[src/rtl/keypad_lock_ctrl.sv]
// rtl/keypad_lock_ctrl.sv - keypad code lock with lockout and two-entry code change (optional LOCKOUT_TIMER_EN)
module keypad_lock_ctrl #(
    parameter int                  DIGITS         = 4,
    parameter int                  MAX_WRONG      = 3,
    parameter int                  OPEN_CYCLES    = 100,
    parameter int                  LOCKOUT_CYCLES = 1000,
    parameter logic [4*DIGITS-1:0] DEFAULT_CODE   = 16'h2432
) (
    input  logic                  i_clock,
    input  logic                  i_reset,
    input  logic [11:0]           i_key,
    output logic                  o_open,
    output logic                  o_save_light,
    output logic                  o_locked,
    output logic                  o_change_mode,
    output logic [4*DIGITS-1:0]   o_data,
    output logic [3:0]            o_wrong_cnt
);
    localparam int CW   = 4 * DIGITS;
    localparam int NW   = $clog2(DIGITS + 1);
    localparam int TMAX = (OPEN_CYCLES > LOCKOUT_CYCLES) ? OPEN_CYCLES : LOCKOUT_CYCLES;
    localparam int TW   = $clog2(TMAX + 1);

    typedef enum logic [2:0] {
        S_IDLE, S_OPEN, S_CHG_NEW, S_CHG_CONFIRM, S_SAVED, S_LOCKOUT
    } state_t;

    state_t          r_state;
    state_t          w_state_next;
    logic [11:0]     r_key_q;
    logic [11:0]     r_key_q2;
    logic [CW-1:0]   r_code;
    logic [CW-1:0]   r_pending;
    logic [NW-1:0]   r_cnt;
    logic [TW-1:0]   r_timer;
    logic [3:0]      w_wrong_next;
    logic [3:0]      w_digit_val;
    logic            w_event;
    logic            w_enter;
    logic            w_star;
    logic            w_digit_ev;
    logic            w_full;
    logic            w_match;
    logic            w_accepting;
    logic            w_open_d;
    logic            w_save_d;
    logic            w_locked_d;
    logic            w_change_d;

    // Key press detection: a clean one-hot sample preceded by an idle sample
    always_comb begin
        w_event     = (r_key_q != 12'd0) && ((r_key_q & (r_key_q - 12'd1)) == 12'd0)
                      && (r_key_q2 == 12'd0);
        w_enter     = w_event && r_key_q[9];
        w_star      = w_event && r_key_q[11];
        w_digit_ev  = w_event && !r_key_q[9] && !r_key_q[11];
        w_digit_val = 4'd0;
        for (int i = 0; i < 9; i++) begin
            if (r_key_q[i]) w_digit_val = 4'(i + 1);
        end
        w_full      = (r_cnt == NW'(DIGITS));
        w_match     = w_full && (o_data == r_code);
        w_accepting = (r_state == S_IDLE) || (r_state == S_CHG_NEW) || (r_state == S_CHG_CONFIRM);
    end

    // Next-state and wrong-attempt bookkeeping
    always_comb begin
        w_state_next = r_state;
        w_wrong_next = o_wrong_cnt;
        case (r_state)
            S_IDLE: begin
                if (w_enter || w_star) begin
                    if (w_match) begin
                        w_state_next = w_enter ? S_OPEN : S_CHG_NEW;
                        w_wrong_next = 4'd0;
                    end else begin
                        w_wrong_next = o_wrong_cnt + 4'd1;
                        if (w_wrong_next == 4'(MAX_WRONG)) w_state_next = S_LOCKOUT;
                    end
                end
            end
            S_OPEN, S_SAVED: begin
                if (r_timer == '0) w_state_next = S_IDLE;
            end
            S_CHG_NEW: begin
                if (w_star)                 w_state_next = S_IDLE;
                else if (w_enter && w_full) w_state_next = S_CHG_CONFIRM;
            end
            S_CHG_CONFIRM: begin
                if (w_star) w_state_next = S_IDLE;
                else if (w_enter)
                    w_state_next = (w_full && o_data == r_pending) ? S_SAVED : S_IDLE;
            end
            S_LOCKOUT: begin
`ifdef LOCKOUT_TIMER_EN
                if (r_timer == '0) begin
                    w_state_next = S_IDLE;
                    w_wrong_next = 4'd0;
                end
`endif
            end
            default: w_state_next = S_IDLE;
        endcase
    end

    // Indicator values for the coming cycle, derived from the next state
    always_comb begin
        w_open_d   = (w_state_next == S_OPEN);
        w_save_d   = (w_state_next == S_SAVED);
        w_locked_d = (w_state_next == S_LOCKOUT);
        w_change_d = (w_state_next == S_CHG_NEW) || (w_state_next == S_CHG_CONFIRM);
    end

    // State, timer, code storage, entry buffer and registered outputs
    always_ff @(posedge i_clock or posedge i_reset) begin
        if (i_reset) begin
            r_state       <= S_IDLE;
            r_key_q       <= '0;
            r_key_q2      <= '0;
            r_code        <= DEFAULT_CODE;
            r_pending     <= '0;
            r_cnt         <= '0;
            r_timer       <= '0;
            o_data        <= '0;
            o_wrong_cnt   <= '0;
            o_open        <= 1'b0;
            o_save_light  <= 1'b0;
            o_locked      <= 1'b0;
            o_change_mode <= 1'b0;
        end else begin
            r_key_q       <= i_key;
            r_key_q2      <= r_key_q;
            r_state       <= w_state_next;
            o_wrong_cnt   <= w_wrong_next;
            o_open        <= w_open_d;
            o_save_light  <= w_save_d;
            o_locked      <= w_locked_d;
            o_change_mode <= w_change_d;

            if (w_state_next != r_state) begin
                case (w_state_next)
                    S_OPEN, S_SAVED: r_timer <= TW'(OPEN_CYCLES - 1);
                    S_LOCKOUT:       r_timer <= TW'(LOCKOUT_CYCLES - 1);
                    default:         r_timer <= r_timer;
                endcase
            end else if (r_timer != '0) begin
                r_timer <= r_timer - TW'(1);
            end

            if (r_state == S_CHG_NEW && w_state_next == S_CHG_CONFIRM) r_pending <= o_data;
            if (r_state == S_CHG_CONFIRM && w_state_next == S_SAVED)   r_code    <= r_pending;

            if ((w_state_next != r_state) || w_enter || w_star) begin
                o_data <= '0;
                r_cnt  <= '0;
            end else if (w_digit_ev && w_accepting && !w_full) begin
                o_data <= (o_data << 4) | CW'(w_digit_val);
                r_cnt  <= r_cnt + NW'(1);
            end
        end
    end
endmodule
[config.mk]
export PLATFORM = sky130hd
export DESIGN_NAME = keypad_lock_ctrl
export DESIGN_NICKNAME = d
export VERILOG_FILES = /design/src/rtl/keypad_lock_ctrl.sv
export SDC_FILE = /design/constraint.sdc
export NUM_CORES = 1
export LEC_CHECK = 0
export BUFFER_PORTS_ARGS = -buffer_cell sky130_fd_sc_hd__buf_4
export CORE_UTILIZATION = 54
export CTS_CLUSTER_DIAMETER = 120
export DETAILED_ROUTE_END_ITERATION = 8
export GPL_TIMING_DRIVEN = 0
export PLACE_DENSITY_LB_ADDON = 0.2
export SYNTH_ARGS = -nofsm -noshare
export SYNTH_HDL_FRONTEND = slang
export SYNTH_SLANG_ARGS = --single-unit
[constraint.sdc]
create_clock -name i_clock -period 3.4 [get_ports i_clock]
set_clock_uncertainty 0.05 [all_clocks]
set_input_delay 0.68 -clock i_clock [delete_from_list [all_inputs] [get_ports i_clock]]
set_output_delay 0.68 -clock i_clock [all_outputs]
set_load 0.01 [all_outputs]
==> results_dict.tcl, run 1 <==
set metrics [dict create \
    vias_per_cell 5.85 \
    dp_hpwl_um 6490 \
    hold_viol 0 \
    cts_tree "yes" \
    dr.pass1.iters 5 \
    coreArea_um2 7890 \
    synth.distinct_cells 59 \
    synth_most_common_cell "dfrtp_1" \
    crit_arrival_ps 3550 \
    grt_pass1_wl_um 15900 \
    synth_top_area_share_pct 50.5 \
    drt-total-wl_um 9990 \
    worst_pin_slew_ps 675 \
    critical-path-slowest-cell "dfrtp_1" \
    yosys.area_share.adder_pct 1.39 \
    synthMuxAreaShare_pct 10.2 \
    cts_buffers 9 \
    powerDensity_nw_per_um2 369 \
    synth_seq_area_share_pct 53.4 \
    cp-start-kind "flip-flop" \
    antennaDiodeCount 0 \
    final.min_clock_period_ps 3350 \
    io_buffers 37 \
    gp_congestion 0.842 \
    ys_top_cells_by_count "dfrtp_1, nand2_1, mux2_2" \
    die_area_um2 8720 \
    worst_setup_path_end_kind "flip-flop" \
    synthXorXnorAreaFrac_pct 6.60 \
    max_freq_mhz 298 \
    synth-simple-area-share_pct 14.2 \
    rsz0062_at_grt "true" \
    die_w_um 93.4 \
    total_power_uw 1990 \
    htree_levels 3 \
    start_util_pct 57.2 \
    drv_cap 0 \
    synth_cells 408 \
    outcome "completed" \
    path_cells "xor2_1 -> nor4_2 -> nand3_1 -> nor4_4 -> buf_4 -> o21bai_1 -> o21ai_1 -> o211a_1 -> buf_6 -> nand4b_1 -> mux2_4" \
    vias 3380 \
    synth_edf_count 0 \
    ff2ff_path_depth 11 \
    clk_latency_ps 370 \
    leakagePower_uw 0.00263 \
    finalCritPeriodShare_pct 98.6 \
    cts_root_buf "clkbuf_8" \
    worst_slack_ps 46.6 \
    crit_fanout 10 \
    synth_area_leaders "dfrtp_1, mux2_2, xor2_1" \
    syn_area_um2 4510 \
    grt_usage_pct 24.0 \
    synthArstFlopShare_pct 100 \
    drv_slew 0 \
    synth-seq-cells 96 \
    grt_max_degree 67 \
    num_rows 32 \
    overflow 0 \
    clkSinkCount 96 \
    slew_headroom_pct 54.8 \
    drive_gt1_share_pct 29.6 \
    postRouteAntennaNets 0 \
    r2r-start "o_data[9]" \
    area_growth_pct 19.9 \
    hp-class "in2async" \
    ir_drop_uv 230 \
    syn_nets 427 \
    crit_required_ps 3600 \
    hold_slack_ps 259 \
    dp_slack_ps -590 \
    yosys.area.top_type "dfrtp_1" \
    antenna_found_initial 0 \
    yosysWarnings 0 \
    path_class "reg2reg" \
    avgSynthCellArea_um2 11.1 \
    synth-compound-area-share_pct 11.5 \
    io_pins 38 \
    reg2reg_slack_ps 50 \
    drtIter0Drc 240 \
    wl_per_cell_um 17.3 \
    r2r-end "r_timer[4]" \
    grt_pass1_vias 3264 \
    die_y_um 93.4 \
    synth_top_family_by_area "simple AND/OR/NAND/NOR gates" \
    cts.clk_slew.worst_paths_ps 90 \
    final_nets 490 \
    drc 0 \
    setup_viol 0 \
    clk_path_buf_depth 2 \
    critPathMaxStageDelay_ps 460 \
    synth_top_flop_cell "dfrtp_1" \
]
kinds of logic (layout without fill, tap and decap cells):
kind of cell               count (synthesis)  in the layout
AOI/OAI and AO/OA                         75             75
buffers and inverters                     28             95
and+or+nand+nor                          129            129
xor gates and xnor gates                  34             34
adders and majority gates                  5              5
muxes                                     41             42
DFF                                       96             96
report_power, final:
part / internal [µW] / switching, µW / leakage, µW
clock: 363 / 398 / 0.000107
combinational: 24.0 / 36.3 / 0.00126
sequential: 1160 / 16.1 / 0.00127
total: 1540 / 450 / 0.00263
how the worst max path moves through the flow:
stage               cells past startpoint            end  startpoint
floorplan                               1  o_change_mode     i_reset
global placement                        2   r_pending[7]     i_reset
detailed placement                      9     r_timer[9]   o_data[9]
CTS                                    11     r_timer[4]  r_key_q[1]
global route                           11     r_timer[4]  r_key_q[2]
finish                                 11     r_timer[4]   o_data[9]
through the flow:
stage / instances / TNS (ps) / instance area, µm² / utilization [%]
final: 578 / 0 / 5410 / 68.6
after CTS: 567 / -4.98 / 5250 / 66.5
after global routing: 578 / -72.0 / 5410 / 68.6
after global placement: 547 / -89670 / 4910 / 62.3
after floorplan: 408 / 0 / 4510 / -
after detailed placement: 548 / -14380 / 4940 / 62.7
registers in the layout, indices dropped and copies added (netlist names), 3 cells and up:
register and count:
r_key_q 12, r_pending 16, r_timer 10, o_wrong_cnt 4
o_data 16, r_key_q2 12, r_state 3, r_cnt 3
r_code 16
per-layer routing:
layer  part of all wire, %  GRT usage [%]
met1                    44           32.3
met2                    50           38.5
met4                   2.3           11.8
met5                     0              0
met3                   3.7           3.25
layout by cell type, fill, tap and decap left out, types with 10 or more instances in the layout:
cell type / count
clkbuf_8: 10
xnor2_1: 10
a21oi_1: 27
buf_4: 49
mux2_2: 32
xor2_1: 24
nand2_1: 41
nor3_1: 11
dfrtp_1: 90
o21ai_0: 10
nor2_1: 23
inv_1: 17
nor4_1: 13
critical path, delay by kind of cell (launching register included):
family	cells	cell delay [ps]
simple gates	4	1200
compound gates	3	660
flops	1	460
buf+inv	2	350
mux	1	330
xor+xnor	1	190
cell type report:
| type | count | area (µm²) |
|---|---|---|
| timing repair buffer | 52 | 427 |
| clock inverter | 6 | 66.3 |
| fill | 560 | 2480 |
| tap | 102 | 128 |
| multi-input combinational | 285 | 2110 |
| buffer | 9 | 57.6 |
| clock buffer | 10 | 138 |
| inverter | 18 | 70.1 |
| sequential | 96 | 2410 |
timing repair:
| action | CTS | global route |
|---|---|---|
| resized for setup | 11 | 15 |
| cloned | 1 | 1 |
| pin swaps | 2 | 4 |
| hold buffers | 0 | 0 |
| buffers inserted | 3 | 10 |
| endpoints found under the setup margin | 39 | 36 |
(Power assumes the default switching activity.)
==> run 2, diff against run 1 <==
--- a/config.mk
+++ b/config.mk
@@ -6,7 +6,9 @@
 export NUM_CORES = 1
 export LEC_CHECK = 0
 export BUFFER_PORTS_ARGS = -buffer_cell sky130_fd_sc_hd__buf_4
-export CORE_UTILIZATION = 54
+export CELL_PAD_IN_SITES_DETAIL_PLACEMENT = 0
+export CELL_PAD_IN_SITES_GLOBAL_PLACEMENT = 1
+export CORE_UTILIZATION = 43
 export CTS_CLUSTER_DIAMETER = 120
 export DETAILED_ROUTE_END_ITERATION = 8
 export GPL_TIMING_DRIVEN = 0
==> run 2 against run 1 <==
Effect of this change:
- final cell count grew 5.5%
- routed wire length shrank 1.6%
- global-route usage shrank 5.2 points
- first-iteration DRC count shrank 42%
- die area grew 25%
- setup slack gained 12 ps
- maximum frequency grew 0.37%
- via count shrank 3.0%
- sequential power is essentially flat
- final area shrank 0.46%
==> results_dict.tcl, run 2 (same netlist as run 1, synthesis figures left out) <==
set metrics [dict create \
    drv_cap 0 \
    htree_levels 3 \
    drive_gt1_share_pct 28.5 \
    crit_arrival_ps 3550 \
    hp-class "in2async" \
    cts.clk_slew.worst_paths_ps 100 \
    area_growth_pct 19.4 \
    wl_per_cell_um 16.1 \
    hold_slack_ps 254 \
    dr.pass1.iters 4 \
    dp_hpwl_um 6650 \
    cts_buffers 9 \
    gp_congestion 0.782 \
    io_pins 38 \
    max_freq_mhz 299 \
    path_class "reg2reg" \
    utilization_pct 52.6 \
    ir_drop_uv 220 \
    layout_common_cells "dfrtp_1, buf_4, nand2_1, mux2_2, a21oi_1" \
    num_rows 37 \
    final.min_clock_period_ps 3340 \
    clkSinkCount 96 \
    die_y_um 104 \
    leakagePower_uw 0.00259 \
    instances_no_fill 610 \
    grt_max_degree 69 \
    dp.cells 582 \
    outcome "completed" \
    powerDensity_nw_per_um2 357 \
    drv_slew 0 \
    hold_viol 0 \
    die_w_um 104 \
    vias 3278 \
    worst_pin_slew_ps 646 \
    coreArea_um2 10200 \
    drtIter0Drc 140 \
    antenna_found_initial 0 \
    cp-start-kind "flip-flop" \
    grt_pass1_wl_um 15900 \
    io_buffers 37 \
    crit_fanout 6 \
    vias_per_cell 5.37 \
    postRouteAntennaNets 0 \
    setup_viol 0 \
    cts_root_buf "clkbuf_8" \
    rsz0062_at_grt "true" \
    final_nets 488 \
    start_util_pct 44.1 \
    slew_headroom_pct 56.9 \
    finalCritPeriodShare_pct 98.3 \
    antennaDiodeCount 0 \
    reg2reg_slack_ps 60 \
    grt_usage_pct 18.8 \
    reg_top3 "o_data (16), r_code (16), r_pending (16)" \
    die_area_um2 10900 \
    worst_setup_path_end_kind "flip-flop" \
    total_power_uw 1920 \
    cts_hold_buffers 0 \
    drt-total-wl_um 9830 \
    layout_commonest_cell "dfrtp_1" \
    clk_latency_ps 370 \
    overflow 0 \
    crit_required_ps 3610 \
    cts_tree "yes" \
    drc 0 \
    clk_path_buf_depth 2 \
    grt_pass1_vias 3059 \
    n_fill_cell 916 \
]
==> run 2: layout make-up <==
type,instances,area (µm²),area share (%)
tap,136,170,3.16
clock inverter,5,31.3,0.581
sequential,96,2410,44.8
clock buffer,11,141,2.63
multi-input combinational,285,2100,39.1
buffer,10,65.1,1.21
inverter,18,70.1,1.30
timing repair buffer,49,389,7.23
==> run 2: final timing paths <==
| kind | cells past startpoint | startpoint | end |
|---|---|---|---|
| worst max-delay path | 12 | r_key_q[1] | r_timer[4] |
| worst min-delay path | 2 | i_reset | r_key_q2[3] |
| worst max register to register | 12 | r_key_q[1] | r_timer[4] |
| worst min register to register | 0 | r_key_q[10] | r_key_q2[10] |
| max in group asynchronous | 3 | i_reset | r_code[5] |
| min in group i_clock | 1 | i_key[8] | r_key_q[8] |
==> run 2: timing repair <==
| item | 4_1_cts | 5_1_grt |
|---|---|---|
| setup buffers | 1 | 9 |
| setup endpoints to repair | 39 | 35 |
| cloned | 0 | 2 |
| pin swaps | 1 | 5 |
| resized for setup | 9 | 17 |
==> run 2: critical path, stage by stage (launching register included) <==
cell,delay (ps)
dfrtp_2,450
or3_4,400
or4_4,430
a211oi_4,250
buf_6,150
nand2_2,50
or3_4,330
buf_6,130
o211a_2,150
o211a_1,260
buf_6,160
nand4b_1,120
mux2_4,310
==> run 2: metrics by stage <==
step / instance area, µm² / TNS [ps] / worst slack (ps)
3_3_place_gp: 4960 / -100260 / -922
3_5_place_dp: 4990 / -17250 / -641
2_1_floorplan: 4510 / 0 / 173
4_1_cts: 5220 / -9.12 / -5.47
5_1_grt: 5380 / -32.5 / -31.4
6_report: 5380 / 0 / 59.0
==> run 2: metal layers <==
layer / wire length (µm) / vias to the layer above / global-route usage (%)
met5: 0 / - / 0
met4: 206 / 0 / 7.96
met3: 315 / 18 / 2.63
met2: 4670 / 60 / 29.3
met1: 4640 / 1620 / 26.3
li1: - / 1580 / -
==> run 2: where the power goes <==
| group | internal [µW] | switching (µW) | total, µW |
|---|---|---|---|
| logic | 22.9 | 35.7 | 58.6 |
| registers | 1160 | 17.2 | 1170 |
| clock network | 286 | 403 | 688 |
| total | 1460 | 455 | 1920 |
